File: src/rtl/ami_pkg.sv
// Shared constants and state encoding for the AXI master write path.
// Both the AW splitter and the write packer use these, so their burst partitions stay identical.
package ami_pkg;

  typedef enum logic [1:0] {
    IDLE  = 2'd0,
    XFER  = 2'd1,
    DRAIN = 2'd2
  } wpack_state_e;

  localparam int AXI_BYTES_DEF = 16;
  localparam int BL            = 16;
  localparam int L             = $clog2(AXI_BYTES_DEF);
  localparam int B             = $clog2(BL) + L;

endpackage

File: src/rtl/ami_wrealign.sv
// Combinational lane realignment of {src_data, residual} by the start offset, plus first/last strobes.
// AMI_WPACK_UNALIGNED_EN enables the shifter; without it data passes straight through.
module ami_wrealign
  import ami_pkg::*;
#(
  parameter int AXI_BYTES = 16,
  parameter int L         = $clog2(AXI_BYTES)
) (
  input  logic [8*AXI_BYTES-1:0] src_data,
`ifdef AMI_WPACK_UNALIGNED_EN
  input  logic [8*AXI_BYTES-1:0] resid,
`endif
  input  logic [L-1:0]           o,
  input  logic                   first,
  input  logic                   last,
  input  logic [L-1:0]           end_lane,
  output logic [8*AXI_BYTES-1:0] data,
  output logic [AXI_BYTES-1:0]   strb
);

`ifdef AMI_WPACK_UNALIGNED_EN
  logic [16*AXI_BYTES-1:0] cat;
  assign cat = {src_data, resid};
`endif

  for (genvar gi = 0; gi < AXI_BYTES; gi++) begin : g_lane
`ifdef AMI_WPACK_UNALIGNED_EN
    // Output lane gi takes byte (AXI_BYTES - o + gi) of the residual:source pair.
    logic [L:0] idx;
    assign idx = (L+1)'(AXI_BYTES + gi) - {1'b0, o};
    assign data[gi*8 +: 8] = cat[{idx, 3'b000} +: 8];
`else
    assign data[gi*8 +: 8] = src_data[gi*8 +: 8];
`endif
    assign strb[gi] = (!first || (L'(gi) >= o)) && (!last || (L'(gi) <= end_lane));
  end

endmodule

File: src/rtl/ami_wpack.sv
// Write-data packer: turns a lane-0-aligned source stream into address-aligned W beats with burst wlast.
// AMI_WPACK_UNALIGNED_EN adds support for unaligned start addresses (shifter, residual, DRAIN).
module ami_wpack
  import ami_pkg::*;
#(
  parameter int AXI_DW     = 128,
  parameter int AXI_BYTES  = AXI_DW / 8,
  parameter int AXI_WSTRBW = AXI_BYTES,
  parameter int BL         = ami_pkg::BL,
  parameter int L          = $clog2(AXI_BYTES),
  parameter int B          = $clog2(BL) + L
) (
  input  logic                  clk,
  input  logic                  reset_n,
  input  logic                  cfg_valid,
  output logic                  cfg_ready,
  input  logic [31:0]           cfg_sa,
  input  logic [31:0]           cfg_len,
  input  logic [AXI_DW-1:0]     src_data,
  input  logic                  src_valid,
  output logic                  src_ready,
  output logic [AXI_DW-1:0]     usr_wdata,
  output logic [AXI_WSTRBW-1:0] usr_wstrb,
  output logic                  usr_wlast,
  output logic                  usr_wvalid,
  input  logic                  usr_wready,
  output logic                  busy
);

  localparam int CW = 33 - L;

  wpack_state_e          state_q, state_d;
  logic                  rdy_q;
  logic [L-1:0]          o_q, o_d, end_q, end_d;
  logic [B-L-1:0]        blk_q, blk_d;
  logic [CW-1:0]         beats_q, beats_d, words_q, words_d;
  logic                  first_q, first_d;
  logic [AXI_DW-1:0]     wdata_q, wdata_d;
  logic [AXI_WSTRBW-1:0] wstrb_q, wstrb_d;
  logic                  wlast_q, wlast_d, wvalid_q, wvalid_d;

  logic [L-1:0]          sa_off;
  logic [32:0]           span;
  logic [CW-1:0]         nbeat, nsrc;
  logic                  cfg_fire, src_fire, slot_free, emit, beat_last;
  logic [AXI_DW-1:0]     al_data;
  logic [AXI_WSTRBW-1:0] al_strb;
  logic                  unused_cfg;

`ifdef AMI_WPACK_UNALIGNED_EN
  logic [AXI_DW-1:0] resid_q;
  assign sa_off = cfg_sa[L-1:0];
`else
  assign sa_off = '0;
`endif

  assign unused_cfg = ^{cfg_sa[31:B], cfg_sa[L-1:0]};
  assign span       = {1'b0, cfg_len} + 33'(sa_off);
  assign nbeat      = CW'((span + 33'(AXI_BYTES - 1)) >> L);
  assign nsrc       = CW'(({1'b0, cfg_len} + 33'(AXI_BYTES - 1)) >> L);

  assign cfg_ready  = rdy_q && (state_q == IDLE);
  assign busy       = (state_q != IDLE);
  assign slot_free  = !wvalid_q || usr_wready;
  assign src_ready  = (state_q == XFER) && (words_q != '0) && slot_free;
  assign cfg_fire   = cfg_valid && cfg_ready;
  assign src_fire   = src_valid && src_ready;
  assign beat_last  = (beats_q == CW'(1));

  assign usr_wdata  = wdata_q;
  assign usr_wstrb  = wstrb_q;
  assign usr_wlast  = wlast_q;
  assign usr_wvalid = wvalid_q;

  ami_wrealign #(
    .AXI_BYTES (AXI_BYTES),
    .L         (L)
  ) u_realign (
    .src_data (src_data),
`ifdef AMI_WPACK_UNALIGNED_EN
    .resid    (resid_q),
`endif
    .o        (o_q),
    .first    (first_q),
    .last     (beat_last),
    .end_lane (end_q),
    .data     (al_data),
    .strb     (al_strb)
  );

  always_comb begin
    state_d  = state_q;
    o_d      = o_q;
    end_d    = end_q;
    blk_d    = blk_q;
    beats_d  = beats_q;
    words_d  = words_q;
    first_d  = first_q;
    wdata_d  = wdata_q;
    wstrb_d  = wstrb_q;
    wlast_d  = wlast_q;
    wvalid_d = wvalid_q;
    emit     = 1'b0;

    if (wvalid_q && usr_wready) wvalid_d = 1'b0;

    case (state_q)
      IDLE: begin
        if (cfg_fire && (cfg_len != '0)) begin
          o_d     = sa_off;
          end_d   = sa_off + cfg_len[L-1:0] - L'(1);
          blk_d   = cfg_sa[B-1:L];
          beats_d = nbeat;
          words_d = nsrc;
          first_d = 1'b1;
          state_d = XFER;
        end
      end
      XFER: begin
        if (src_fire) begin
          emit    = 1'b1;
          words_d = words_q - CW'(1);
          // One beat more than source words means the residual still holds the tail.
          if ((words_q == CW'(1)) && !beat_last) state_d = DRAIN;
        end else if ((words_q == '0) && wvalid_q && usr_wready) begin
          state_d = IDLE;
        end
      end
      DRAIN: begin
        if (beats_q != '0) begin
          emit = slot_free;
        end else if (usr_wready) begin
          state_d = IDLE;
        end
      end
      default: state_d = IDLE;
    endcase

    if (emit) begin
      wvalid_d = 1'b1;
      wdata_d  = al_data;
      wstrb_d  = al_strb;
      wlast_d  = (&blk_q) || beat_last;
      blk_d    = blk_q + 1'b1;
      beats_d  = beats_q - CW'(1);
      first_d  = 1'b0;
    end
  end

  always_ff @(posedge clk or negedge reset_n) begin
    if (!reset_n) begin
      state_q  <= IDLE;
      rdy_q    <= 1'b0;
      o_q      <= '0;
      end_q    <= '0;
      blk_q    <= '0;
      beats_q  <= '0;
      words_q  <= '0;
      first_q  <= 1'b0;
      wdata_q  <= '0;
      wstrb_q  <= '0;
      wlast_q  <= 1'b0;
      wvalid_q <= 1'b0;
    end else begin
      state_q  <= state_d;
      rdy_q    <= 1'b1;
      o_q      <= o_d;
      end_q    <= end_d;
      blk_q    <= blk_d;
      beats_q  <= beats_d;
      words_q  <= words_d;
      first_q  <= first_d;
      wdata_q  <= wdata_d;
      wstrb_q  <= wstrb_d;
      wlast_q  <= wlast_d;
      wvalid_q <= wvalid_d;
    end
  end

`ifdef AMI_WPACK_UNALIGNED_EN
  always_ff @(posedge clk or negedge reset_n) begin
    if (!reset_n) begin
      resid_q <= '0;
    end else if (src_fire) begin
      resid_q <= src_data;
    end
  end
`endif

endmodule

File: config.mk
export PLATFORM = sky130hd
export DESIGN_NAME = ami_wpack
export DESIGN_NICKNAME = d
export VERILOG_FILES = /design/src/rtl/ami_pkg.sv /design/src/rtl/ami_wrealign.sv /design/src/rtl/ami_wpack.sv
export SDC_FILE = /design/constraint.sdc
export NUM_CORES = 1
export LEC_CHECK = 0
export CAP_MARGIN = 25
export CORE_MARGIN = 3
export CORE_UTILIZATION = 30
export CTS_CLUSTER_SIZE = 28
export DETAILED_ROUTE_END_ITERATION = 6
export GPL_ROUTABILITY_DRIVEN = 0
export PLACE_DENSITY = 0.58
export SLEW_MARGIN = 20
export SYNTH_ARGS = -nofsm -noshare
export SYNTH_HDL_FRONTEND = slang
export SYNTH_SLANG_ARGS = --single-unit
File: constraint.sdc
create_clock -name clk -period 3.25 [get_ports clk]
set_input_delay 0.65 -clock clk [delete_from_list [all_inputs] [get_ports clk]]
set_output_delay 0.65 -clock clk [all_outputs]
set_load 0.005 [all_outputs]
Word level (Yosys, flattened, before mapping) --
Index checks and enable logic that the tools add are counted.
Cells by class: order comparisons 16, reduce and logical (&&, ||, !) cells 45, multiplexer cells 20, $add $sub $neg 5, equality and inequality tests 10
Operators with widths (count):
- 29-bit two-way mux | 4
- 29-bit by 1-bit equality test with 1-bit output, second input constant | 2
- 29-bit case mux with 2 select lines | 1
- 29-bit nonzero test | 2
- 29-bit by 1-bit subtractor with 29-bit output, second input constant | 2
- 32-bit by 4-bit adder with 33-bit output, second input constant | 1
- 4-bit less-or-equal comparator, first input constant | 8
- 32-bit nonzero test | 1
- 29-bit zero test | 1
- 1-bit logical OR | 18
- 3-bit by 4-bit less-or-equal comparator with 1-bit output, first input constant | 4
- 2-bit two-way mux | 6
- 4-bit two-way mux | 3
- 1-bit logical AND | 10
- 2-bit nonzero test | 5
- 1-bit by 4-bit less-or-equal comparator with 1-bit output, first input constant | 2
- 2-bit by 4-bit less-or-equal comparator with 1-bit output, first input constant | 2
- 2-bit inequality test, second input constant | 3
- 3-bit by 2-bit inequality test with 1-bit output, second input constant | 2
- 2-bit case mux with 3 select lines | 1
- 5-bit AND reduction | 1
- 4-bit by 1-bit adder with 4-bit output, second input constant | 1
- 1-bit two-way mux | 4
- 2-bit AND reduction | 2
- other kinds (9) | 10
Storage, ports and cells: output and inout port bits 149, logic and storage cells 106, register bits 215, input port bits 197

Logic depth before layout (Yosys ltp) --
word-level depth 8, gate-level depth with buffers 11, mapped depth without buffers 8

By module --
Synthesis repeated with hierarchy kept, for this count alone.
Unflattened totals: cell total of the unflattened synthesis 1407, area total of the unflattened synthesis 11902.7 µm²
By module, submodules not included:
- ami_wpack | seq. area each 5405.2 µm², cells each 1238, area an instance 10626.4 µm², instances 1
- ami_wrealign | seq. area each 0.0 µm², cells each 169, area an instance 1276.2 µm², instances 1

Worst setup path before layout --
No wires, ideal clock.
path kind input to register, from input port cfg_len[0], to register words_q[20], buffers on the path 1, data required time 3.124 ns, stages on the path 8, arrival time 2.441 ns, slack 0.683 ns, library setup time 0.126 ns, cell sequence inv_1 ha_1 nor3b_2 nand4_1 o211ai_1 clkbuf_1 a21oi_1 a221o_1
Between the ends: longest elaborated chain between the ends 4, elaborated cells on any way between the ends 7, those cells by class 1 x add/sub; 1 x eq/ne; 2 x mux; 3 x reduce/logical
Ends and longest elaborated chain:
- from (decl) | line ami_wpack.sv:18 | input logic [31:0] cfg_len,
- branches (longest 4 deep; another with 32-bit by 4-bit adder with 33-bit output)
- to (signal assigned) | line ami_wpack.sv:171 | words_q <= words_d;
- to (decl) | line ami_wpack.sv:36 | logic [CW-1:0] beats_q, beats_d, words_q, words_d;
Several ways; the timed one is not identified. The select of a mux whose other input is x is not followed. A chain may end at the register's enable or synchronous reset.

Worst setup path in the final report --
from register words_q[9], to output port src_ready
Between the ends: longest elaborated chain between the ends 3
Ends and longest elaborated chain:
- 29-bit nonzero test | line ami_wpack.sv:65 | assign src_ready = (state_q == XFER) && (words_q != '0) && slot_free;
- 1-bit logical AND (2 in series) | line ami_wpack.sv:65
- to (decl) | line ami_wpack.sv:21 | output logic src_ready,
Every way passes these cells.

==> impl_results.md <==
- Status: completed
- Post-Synth XOR/XNOR Area: 2.389%
- Top-Level Pins: about 350
- Area Overhead vs Synth: 48.51%
- Max Cap Viol: 0
- Crit share post-route: between 90% and 100%
- Remaining Overflow, GRT: 0
- Post-Synthesis Cell Area: 10630 sq um
- Clk_skew: 10.31 ps
- Number of synthesized flops with an enable pin: 0
- Clk slew on worst S/H paths: 60 ps
- Max-slew headroom: between 40% and 50%
- Pre-antenna DRT Iters: 5
- Ys Warns: 0
- Min Tclk post-route: 3136 ps
- CTS Root Cell: clkbuf_16
- Post-Synth Adder-Cell Area: 1.294%
- Required @ worst endpoint: 2600 ps
- Final Core Density: 45.49%
- Ys flop type: dfrtp_1
- Pwr per Cell Area: 833.2 nW/um^2
- Largest net degree at the start of global routing: 72
- Initial antenna violation count: 1
- Leak: 0.007044 uW
- R2r worst-path depth: 9
- CTS H-tree lvls: 1
- Sequential share of power: 35.4%
- Syn_area_per_cell: 8.738 sq um
- Slew @ Worst Pin: slightly above 800 ps
- Reg-to-reg endpoint: blk_q[2]
- Critical path arrival: 2490 ps
- Critical setup path kind: flip-flop to output port
- Worst hold path class: input pin to asynchronous set/reset pin
- Number of synthesized register bits: 215
- DP HPWL: 26430 um
- Worst-path fanout max: 6
- Post-Synthesis Cells: 1217
- R2R Path Start: words_q[9]
- Via count: 10171
- Multiplexer share of the synthesized area: 0.2824%
- Die area: roughly 38000 sq um
- Vias per inst: 4.923
- Cell variety after synth: 72
- Port Buf Inserts: 317
- Total CTS buffers: 27
- Register area share after synthesis: 50.59%
- Sink Count: 215
- Net Sw Frac: between 30% and 40%
- Num rows: 68
- TritonCTS clock tree: built
- Critical path cell sequence: or4_4 > nor4_4 > buf_4 > nand3_4 > and3_4 > clkdlybuf4s15_1
- Nets@finish: 1798
- Largest stage delay, worst path: 590 ps
- Asr flop ratio synth: 100.0%
- Largest family of logic cells by synthesized area: simple AND/OR/NAND/NOR gates
- Clock power share: about a quarter
- Post-Synth Simple-Gate Area: 27.96%
- RSZ-0062 raised after global routing: no
- Max Transition Viols Final: 0
- Critical-path top delay cell: or4_4
- Worst vdd ir: 0.4072 mV
- DRC: 0
- Horiz. Die Dim: 194.3 um
- Clk buf depth: 3
- Routed wire per std cell: approximately 17 um
- 1st-iter DRT viols: 594
- GR Util All Layers: a little under a fifth
- Starting Density: a little under a third
- Logic gate share of total power: approximately 40%
- Total power: 13160 uW
- Mapped Nets: ~1400
- Endpoints failing hold: 0
- R2R setup slack: 170 ps
- Psw: 4588 uW
- Critical Path Source Type: flip-flop
- Antenna viol nets, final: 0
- Complex-gate fraction of the synthesized area: 12.95%
- CP endpoint kind: output port
- Vias in the first global route: around 10000
- Layout cells sized above 1: 10.19%
- First-pass GRT wire length: 56290 um
- Chip height: 194.3 um
- Setup Viol. Count Final: 0
- Clock Latency Late Sink: about 520 ps
- Internal power: 8570 uW
- Max Clock Freq: 318.9 MHz
- Hold buffers post-CTS: 0
- Detailed Route WL: approximately 36000 um
- Core Area: 34710 sq um
-- what timing repair did --
| action | CTS | global route |
|---|---|---|
| buffers inserted | 2 | 4 |
| setup endpoints to repair | 1 | 1 |
| cloned | 0 | 0 |
| pin swaps | 3 | 4 |
| gates resized for setup | 4 | 4 |
-- registers in the layout, indices dropped and copies added (netlist names) --
signal and flops:
usr_wvalid 1, usr_wlast 1, beats_q 29, usr_wstrb 16
rdy_q 1, words_q 29, blk_q 4, end_q 4
state_q 2, usr_wdata 128
-- cell families after synthesis --
family | count (synthesis)
AND/OR/NAND/NOR | 662
flip-flops | 215
AO/OA/AOI/OAI | 201
buffers and inverters | 95
XOR/XNOR | 29
adder cells (fa/ha/maj) | 11
multiplexers | 3
other | 1
-- area by class of cell --
cell class | count | area, sq um
fillers | 3396 | 18920
repair buffers | 409 | 3969
clock buffers | 40 | 804.5
inverters | 30 | 112.6
well taps | 455 | 569.3
multi-input cells | 907 | 4822
clock inverters | 9 | 131.4
diodes | 1 | 2.502
flip-flops and latches | 215 | 5381
-- cells in the mapped netlist (all sizes together), types with 4 or more instances --
library cell  number  share of area (%)
and4               5               0.41
buf               28                2.1
a21oi             44                2.1
ha                11                1.3
nor3b              6               0.47
a311oi             4               0.33
a31oi             12               0.71
o221a              4               0.42
nor2              46                1.6
o31a               4               0.33
o21ai             45                2.1
and3               9               0.53
nand2            451                 16
nand3b             6               0.42
nand4             20                1.2
and2               6               0.35
o311ai             5               0.41
o22ai              9               0.53
xor2              20                1.6
o221ai             7               0.58
or4               13               0.99
inv               30                1.1
o211ai             7               0.49
nor4              22                1.8
clkbuf            37                1.3
a211oi             7               0.54
nand2b             6               0.35
xnor2              9               0.74
a32o              10               0.94
dfrtp            215                 51
nor3              25                1.3
or3               12               0.71
nand3             28                1.3
a21boi             7               0.49
a221o              6               0.56
-- worst max-delay path, delay by kind of cell, from the launching register on --
family / cells / cell delay [ps]
DFF: 1 / 420
buffers and inverters: 2 / 390
and+or+nand+nor: 4 / 1140
-- cells in the final DEF (no fill, tap or decap), types with 17 or more instances in the layout --
| master | synthesis | final |
|---|---|---|
| o21ai_1 | 17 | 17 |
| dfrtp_1 | 215 | 214 |
| o21ai_0 | 28 | 28 |
| nand4_1 | 20 | 20 |
| nor2_1 | 46 | 45 |
| clkbuf_16 | 0 | 27 |
| nor3_1 | 23 | 23 |
| nor4_1 | 17 | 17 |
| nand2_1 | 451 | 450 |
| nand3_1 | 28 | 27 |
| inv_1 | 30 | 30 |
| clkdlybuf4s50_1 | 0 | 315 |
| buf_4 | 5 | 84 |
| xor2_1 | 20 | 20 |
| a21oi_1 | 44 | 44 |
-- layer usage --
| layer | vias up | global-route usage [%] | part of all wire (%) |
|---|---|---|---|
| met1 | 4847 | 24.13 | 44 |
| li1 | 4943 | - | - |
| met3 | 52 | 3.041 | 5.4 |
| met5 | - | 0 | 0 |
| met4 | 0 | 5.133 | 2.6 |
| met2 | 329 | 30.70 | 48 |
-- power groups by stage --
| stage | Combinational [uW] | Clock, uW | Sequential, uW |
|---|---|---|---|
| after floorplan | 2460 | 0 | 4620 |
| after global placement | 5280 | 0 | 4650 |
| after detailed placement | 5370 | 0 | 4690 |
| after global routing | 5920 | 3340 | 4820 |
| final | 5380 | 3120 | 4660 |
| after CTS | 5410 | 3230 | 4660 |
-- through the flow --
stage / cell area [sq um] / cells / TNS, ps / hold slack (ps) / setup WS (ps)
final: 15790 / 2066 / 0 / 68.96 / 114.4
after global routing: 15790 / 2066 / 0 / 96.37 / 24.61
after CTS: 15740 / 2061 / 0 / 68.81 / 22.61
after detailed placement: 14780 / 2010 / -242.1 / 460.9 / -75.97
after global placement: 14780 / 2010 / -2673 / 456.8 / -294.3
after floorplan: 10630 / 1217 / 0 / 354.4 / 683.0
-- how the worst max path moves through the flow --
stage / slack [ps] / startpoint / cells after the start / end
2_1_floorplan: 680 / cfg_len[0] / 8 / words_q[20]
3_3_place_gp: -290 / cfg_len[0] / 11 / beats_q[4]
3_5_place_dp: -80 / cfg_len[21] / 10 / beats_q[8]
4_1_cts: 20 / words_q[2] / 6 / src_ready
5_1_grt: 20 / words_q[22] / 6 / src_ready
6_report: 110 / words_q[9] / 6 / src_ready
Power figures use the tool's default switching activity.
